## config.mk

```make
export PLATFORM = sky130hd
export DESIGN_NAME = sal_timing_cfg
export DESIGN_NICKNAME = d
export VERILOG_FILES = /design/src/rtl/sal_timing_cfg.sv
export SDC_FILE = /design/constraint.sdc
export NUM_CORES = 1
export LEC_CHECK = 0
export BUFFER_PORTS_ARGS = -buffer_cell sky130_fd_sc_hd__buf_4
export CORE_MARGIN = 2
export CORE_UTILIZATION = 54
export CTS_CLUSTER_SIZE = 28
export DETAILED_ROUTE_END_ITERATION = 7
export HOLD_SLACK_MARGIN = 0.15
export MAX_ROUTING_LAYER = met4
export PLACE_DENSITY = 0.79
export SYNTH_ARGS = -nofsm -noshare
export SYNTH_HDL_FRONTEND = slang
export SYNTH_SLANG_ARGS = --single-unit
```

## constraint.sdc

```tcl
create_clock -name clk -period 6.23 [get_ports clk]
set_input_delay 1.869 -clock clk [delete_from_list [all_inputs] [get_ports clk]]
set_output_delay 1.869 -clock clk [all_outputs]
set_load 0.1 [all_outputs]
```

## src/rtl/sal_timing_cfg.sv

```systemverilog
// APB-programmable DRAM timing: shared shadow set, per-channel active sets committed only while the channel is idle.
// APB zero-wait (pready=1); read data/err registered at setup; commit lands one edge after pending && ch_idle.
module sal_timing_cfg #(
  parameter int          NUM_CH      = 2,
  parameter logic [31:0] DEF_TIMING0 = 32'h0E_13_05_05,
  parameter logic [31:0] DEF_TIMING1 = 32'h05_03_03_03,
  parameter logic [31:0] DEF_TIMING2 = 32'h08_04_00_2F,
  parameter logic [31:0] DEF_TIMING3 = 32'h06_04_02_10
) (
  input  logic                  clk,
  input  logic                  rst,
  input  logic                  psel,
  input  logic                  penable,
  input  logic                  pwrite,
  input  logic [11:0]           paddr,
  input  logic [31:0]           pwdata,
  output logic                  pready,
  output logic [31:0]           prdata,
  output logic                  pslverr,
  input  logic [NUM_CH-1:0]     ch_idle,
  output logic [NUM_CH*8-1:0]   t_rcd_m1,
  output logic [NUM_CH*8-1:0]   t_rp_m1,
  output logic [NUM_CH*8-1:0]   t_ras_m1,
  output logic [NUM_CH*8-1:0]   t_rc_m1,
  output logic [NUM_CH*8-1:0]   t_rrd_m1,
  output logic [NUM_CH*8-1:0]   t_ccd_m1,
  output logic [NUM_CH*8-1:0]   t_wtr_m1,
  output logic [NUM_CH*8-1:0]   t_rtw_m1,
  output logic [NUM_CH*16-1:0]  t_rfc_m1,
  output logic [NUM_CH*8-1:0]   t_rtp_m1,
  output logic [NUM_CH*8-1:0]   t_wtp_m1,
  output logic [NUM_CH*8-1:0]   row_open_cnt,
  output logic [NUM_CH*4-1:0]   burst_cycle_m2,
  output logic [NUM_CH*4-1:0]   dfi_wren_lat,
  output logic [NUM_CH*4-1:0]   dfi_rden_lat,
  output logic [NUM_CH*8-1:0]   t_rcd_m2,
  output logic [NUM_CH*8-1:0]   t_rp_m2,
  output logic [NUM_CH*16-1:0]  t_rfc_m2,
  output logic [NUM_CH-1:0]     cfg_pending
);

  localparam logic [31:0] ID_VAL     = 32'h5341_4C02;
  localparam logic [31:0] T3_WR_MASK = 32'h0F0F_0FFF;

  logic [3:0][31:0]   shadow;
  logic [3:0][31:0]   act [NUM_CH];
  logic [NUM_CH-1:0]  mask;
  logic               lock;
  logic [NUM_CH-1:0]  pending;

  logic [31:0]        rd_val;
  logic               addr_ok;
  logic               wr_bad;
  logic               acc_err;
  logic               wr_acc;
  logic [NUM_CH-1:0]  commit;
  logic [NUM_CH-1:0]  pend_set;

  assign pready      = 1'b1;
  assign cfg_pending = pending;

  always_comb begin
    rd_val  = '0;
    addr_ok = 1'b1;
    wr_bad  = 1'b0;
    case (paddr)
      12'h000: begin
        rd_val = ID_VAL;
        wr_bad = 1'b1;
      end
      12'h004: begin
        rd_val[1]           = lock;
        rd_val[8 +: NUM_CH] = mask;
        wr_bad              = lock;
      end
      12'h008: begin
        rd_val[NUM_CH-1:0] = pending;
        wr_bad             = 1'b1;
      end
      12'h010, 12'h014, 12'h018, 12'h01C: begin
        rd_val = shadow[paddr[3:2]];
        // Shadow is frozen while any channel still has to copy it.
        wr_bad = lock || (|pending);
      end
      default: addr_ok = 1'b0;
    endcase
    acc_err = !addr_ok || (pwrite && wr_bad);
  end

  // The error decided at setup also gates the access-phase write.
  assign wr_acc = psel && penable && pwrite && !pslverr;

  always_comb begin
    commit   = pending & ch_idle;
    pend_set = '0;
    if (wr_acc && paddr == 12'h004 && pwdata[0])
      pend_set = pwdata[8 +: NUM_CH];
  end

  always_ff @(posedge clk) begin
    if (rst) begin
      shadow  <= {DEF_TIMING3, DEF_TIMING2, DEF_TIMING1, DEF_TIMING0};
      for (int c = 0; c < NUM_CH; c++)
        act[c] <= {DEF_TIMING3, DEF_TIMING2, DEF_TIMING1, DEF_TIMING0};
      mask    <= '0;
      lock    <= 1'b0;
      pending <= '0;
      prdata  <= '0;
      pslverr <= 1'b0;
    end else begin
      for (int c = 0; c < NUM_CH; c++)
        if (commit[c])
          act[c] <= shadow;
      pending <= (pending & ~commit) | pend_set;

      if (psel && !penable) begin
        prdata  <= pwrite ? 32'h0 : rd_val;
        pslverr <= acc_err;
      end

      if (wr_acc) begin
        case (paddr)
          12'h004: begin
            lock <= lock | pwdata[1];
            mask <= pwdata[8 +: NUM_CH];
          end
          12'h010, 12'h014, 12'h018: shadow[paddr[3:2]] <= pwdata;
          12'h01C: shadow[3] <= pwdata & T3_WR_MASK;
          default: ;
        endcase
      end
    end
  end

  for (genvar c = 0; c < NUM_CH; c++) begin : g_ch
    assign t_rcd_m1[8*c +: 8]        = act[c][0][7:0];
    assign t_rp_m1[8*c +: 8]         = act[c][0][15:8];
    assign t_ras_m1[8*c +: 8]        = act[c][0][23:16];
    assign t_rc_m1[8*c +: 8]         = act[c][0][31:24];
    assign t_rrd_m1[8*c +: 8]        = act[c][1][7:0];
    assign t_ccd_m1[8*c +: 8]        = act[c][1][15:8];
    assign t_wtr_m1[8*c +: 8]        = act[c][1][23:16];
    assign t_rtw_m1[8*c +: 8]        = act[c][1][31:24];
    assign t_rfc_m1[16*c +: 16]      = act[c][2][15:0];
    assign t_rtp_m1[8*c +: 8]        = act[c][2][23:16];
    assign t_wtp_m1[8*c +: 8]        = act[c][2][31:24];
    assign row_open_cnt[8*c +: 8]    = act[c][3][7:0];
    assign burst_cycle_m2[4*c +: 4]  = act[c][3][11:8];
    assign dfi_wren_lat[4*c +: 4]    = act[c][3][19:16];
    assign dfi_rden_lat[4*c +: 4]    = act[c][3][27:24];

    // Saturating decrement so a zero timing never wraps to max.
    assign t_rcd_m2[8*c +: 8]   = (act[c][0][7:0]  == 8'd0)  ? 8'd0  : act[c][0][7:0]  - 8'd1;
    assign t_rp_m2[8*c +: 8]    = (act[c][0][15:8] == 8'd0)  ? 8'd0  : act[c][0][15:8] - 8'd1;
    assign t_rfc_m2[16*c +: 16] = (act[c][2][15:0] == 16'd0) ? 16'd0 : act[c][2][15:0] - 16'd1;

    logic unused_t3_bits;
    assign unused_t3_bits = ^{act[c][3][31:28], act[c][3][23:20], act[c][3][15:12]};
  end

endmodule

```

==> Word-level counts from Yosys, hierarchy flattened <==
Memories as Yosys holds them, arrays and structs flattened.
Cells that the tools add are included.
{ "totals": {"ramBits": 256, "register_bits": 166, "out_inout_bits": 332, "n_memories": 1} }
{ "classes": {"n_reduce_logical": 29, "n_mux": 31, "bitwise": 7, "n_eq_ne": 6, "magnitude_cmp": 2, "addsub": 6} }
{ "mem_list": {"columns": ["name", "depth", "width", "rd", "rd_clocked_by_memory_dff", "wr", "line", "rtl"], "rows": [
  ["act", 2, 128, 2, 0, 2, "46", "logic [3:0][31:0] act [NUM_CH];"]
]} }
{ "ops": {"columns": ["operator", "n"], "rows": [
  ["$mux W128", 2],
  ["$bwmux W128", 1],
  ["$mux W32", 3],
  ["$bmux W32 S2", 1],
  ["$demux W32 S2", 1],
  ["$pmux W32 S2", 1],
  ["$eq A12 B5 Y1 const B", 4],
  ["$pmux W22 S2", 1],
  ["$logic_not A16 Y1", 2],
  ["$logic_not A8 Y1", 4],
  ["$mux W16", 2],
  ["$mux W8", 4],
  ["$sub A16 B1 Y16 const B", 2],
  ["$sub A8 B1 Y8 const B", 4],
  ["$eq A12 B3 Y1 const B", 1],
  ["$eq A12 B4 Y1 const B", 1],
  ["$logic_not A12 Y1", 1],
  ["$mux W1", 9],
  ["$logic_and A1 B1 Y1", 8],
  ["$reduce_or A7 Y1", 1],
  ["$mux W6", 1],
  ["$reduce_and A2 Y1", 3],
  ["$and A2 B2 Y2", 2],
  ["$pmux W1 S4", 1],
  ["other kinds (15)", 21]
]} }

==> Depth between registers and ports, before layout <==
{ "logic_depth": {"depth_word": 7, "depth_mapped": 7, "mapped_depth_nobuf": 6} }

==> Least setup slack after synthesis <==
No wires, ideal clock.
{ "synth_path": {"path_type": "register to output", "start": "mem act[0][69] (netlist name)", "end": "out t_rfc_m2[13]", "path_stages_with_launch": 4, "required_ps": 4361, "path_buffers": 0, "slack_ps": -481, "arrival_time_ps": 4842, "path_cell_list": "edfxtp_1 > nor4_2 > nand2_1 > o41ai_1"} }
{ "synth_rtl": {"columns": ["element", "line", "rtl"], "rows": [
  ["from (decl)", "46", null],
  ["to (decl)", "38", "output logic [NUM_CH*16-1:0] t_rfc_m2,"]
]} }

==> summary.md <==
| Metric | Value |
|---|---|
| Floorplan row count | 63 |
| Initial antenna violation count | 0 |
| Yosys warnings | 0 |
| Final setup viols | 0 |
| RePlAce Congestion | 0.919 |
| Synth top cells by count | edfxtp_1, dfxtp_1, nor2_1 |
| Largest fanout on the critical path | 13 |
| RSZ-0062 raised after global routing | false |
| Final Hold Viols | 0 |
| Postcts setup bufs | 0 |
| Top post-synthesis cells by area | edfxtp_1, dfxtp_1, mux4_2 |
| Minimum clock period | 4860 ps |
| Vias | 12700 |
| Congestion Overflow GR | 0 |
| Die width | 178 µm |
| Setup Skew | 13.1 ps |
| CTS HTree Levels | 2 |
| Hold crit path type | reg2reg |
| Seq/Total Area, Yosys | 63.2% |
| DR WL/cell | 22.8 µm |
| Post-detail-place hpwl | 32.8 mm |
| Reg clk slew, reported paths | 60 ps |
| Synth cell types | 50 |
| Core Region | 0.0296 mm² |
| # clock sinks | 398 |
| Final Cell Area | 0.0207 mm² |
| Largest net degree at the start of global routing | 121 |
| All-Layer GR Usage | 30.9% |
| Worst hold start | shadow[126] |
| Worst-skew pair later-pin latency | 520 ps |
| Port-buffer cells | 381 |
| IO Pins | 383 |
| Initial Util | 54.9% |
| Max Root-Sink Buffers | 3 |
| Max-slew violations | 0 |
| Worst EP required | 4360 ps |
| Critical-path cell list | nor4_1 -> nand3_1 -> nor2_1 -> nor2_1 -> buf_4 |
| Worst VDD drop | 0.000260 V |
| CP endpoint kind | primary output |
| Mapped cell area | 0.0163 mm² |
| Max Fclk | 0.206 GHz |
| Worst path slowest cell | nor2_1 |
| Least-Margin Pin Slew | 1180 ps |
| Power Density | 280 mW/mm² |
| Final WL | 48.3 mm |
| Syn Area/Cell | 12.0 µm² |
| Max cap viols | 0 |
| Syn nets | 1419 |
| First-pass GRT wire length | 71.7 mm |
| Cell mode on critical path | nor2_1 |
| Resized Gates After CTS | 0 |
| Post-synth top area share | 42.8% |
| Count leader, synth | edfxtp_1 |
| Via density | 5.99 |
| Hold buffer count at cts | 0 |
| Design Power | 5.80 mW |
| Leakage Power | 7.81 nW |
| WP buf/inv | 1 |
| Number of synthesized register bits | 398 |
| Main flop type after synthesis | edfxtp_1 |
| Worst endpoint data arrival time | 3000 ps |
| Status | finished clean |
| Vias in the first global route | 12200 |
| CP Launch Type | register |
| Worst path top cell family by delay | simple AND/OR/NAND/NOR gates |
| R2R cell count | 4 |
| Tcrit/Tclk final | 78.1% |
| Placed cell area | 0.0194 mm² |
| Fraction of layout instances using a drive strength above 1 | 30.1% |
| Final ANT Viol Nets | 0 |
| Detailed Routing Iterations Pass 1 | 5 |
| Rel. slew slack | 21.1% |
| Hold EP | shadow[126] |
| Final #Nets | 1755 |
| Critical path's largest stage delay | 710 ps |
| Post-route setup TNS | 0 ps |
| Initial DRC count | 1243 |
| CTS tree | done |
| Post-Syn Instances | 1360 |
| Total Die Area | 0.0315 mm² |
| Synth-to-Final Area Change | 27.1% |
| DRC violations left | 0 |
| CTS Buf Count | 40 |
| Setup CP Type | reg2out |
| Hold Path Depth | 1 |
| Reg2reg end | act[0][15] |
| R2r startpoint | cfg_pending[0] |
| Flop-to-flop setup slack | 3590 ps |
| Root buf cell | clkbuf_16 |
| EDFF count, synth | 232 |
| Synth async-reset ratio | 0% |
| Die Y | 178 µm |
| Post-synth top area cell | edfxtp_1 |
-- worst max path at each step --
stage	end	cells past startpoint	start
final	t_rfc_m2[22]	5	act[0][200]
after global routing	t_rfc_m2[15]	5	act[0][68]
after CTS	t_rfc_m2[22]	5	act[0][200]
after detailed placement	shadow[78]	6	paddr[1]
after global placement	shadow[95]	6	paddr[1]
after floorplan	act[0][0]	4	rst
-- placed cells by master, fill, tap and decap left out, types with 7 or more instances in the layout --
| cell | count |
|---|---|
| or3_1 | 37 |
| clkinv_2 | 9 |
| and2_1 | 103 |
| dfxtp_1 | 166 |
| edfxtp_1 | 232 |
| nand4_1 | 92 |
| nand2b_1 | 9 |
| mux2_2 | 9 |
| ha_1 | 8 |
| clkbuf_16 | 42 |
| nand2_1 | 38 |
| clkbuf_1 | 9 |
| nor2b_1 | 7 |
| nor2_1 | 137 |
| a22oi_1 | 19 |
| nand3_1 | 15 |
| mux4_2 | 31 |
| buf_4 | 397 |
| xnor2_1 | 14 |
| xor2_1 | 16 |
| nor4_1 | 7 |
| o21ai_0 | 95 |
| nor3_1 | 14 |
| or4_1 | 7 |
| mux2i_1 | 33 |
| a32oi_1 | 9 |
| a21oi_1 | 96 |
| inv_1 | 14 |
-- area by class of cell --
type | count | area, µm²
antenna | 1 | 2.50
clock buffer | 54 | 1110
clock inverter | 18 | 143
fill | 2139 | 8950
inverter | 14 | 52.6
multi-input combinational | 843 | 5590
sequential | 398 | 10300
tap | 390 | 488
timing repair buffer | 399 | 3010
-- per-stage QoR --
step                      hold WS (ps)  instances  utilization, %  worst slack (ps)
after global placement             437       2044            65.6              1930
after global routing               474       2116            69.8              1200
after CTS                          458       2116            69.8              1410
after floorplan                    424       1360               -               719
final                              458       2117            69.8              1370
after detailed placement           441       2044            65.6              1850
-- routing by layer --
metal / wire [µm] / vias to the layer above / track usage [%]
met5: 0 / - / -
met4: 1740 / 0 / 10.6
met3: 4010 / 101 / 5.76
met2: 24100 / 682 / 51.1
met1: 18400 / 6205 / 38.2
li1: - / 5699 / -
-- cells by family (layout without fill, tap and decap cells) --
group	Yosys count	in the layout	synth area share, %
flops	398	398	63.2
simple gates	496	496	16.7
buf+inv	119	485	2.81
mux	73	73	6.94
fa+ha+maj	8	8	0.615
compound gates	235	235	8.02
xor+xnor	30	30	1.61
other cells	1	2	0.0230
-- sequential cells by signal, indices dropped and copies added (netlist names) --
signal and cells:
act 232, cfg_pending 2, lock 1, mask 2
prdata 32, pslverr 1, shadow 128
-- report_power, final --
part	internal [mW]	total [mW]	switching, mW
Combinational	0.119	0.658	0.539
Clock	1.34	2.31	0.968
Sequential	2.81	2.84	0.0243
(Power assumes the default switching activity.)
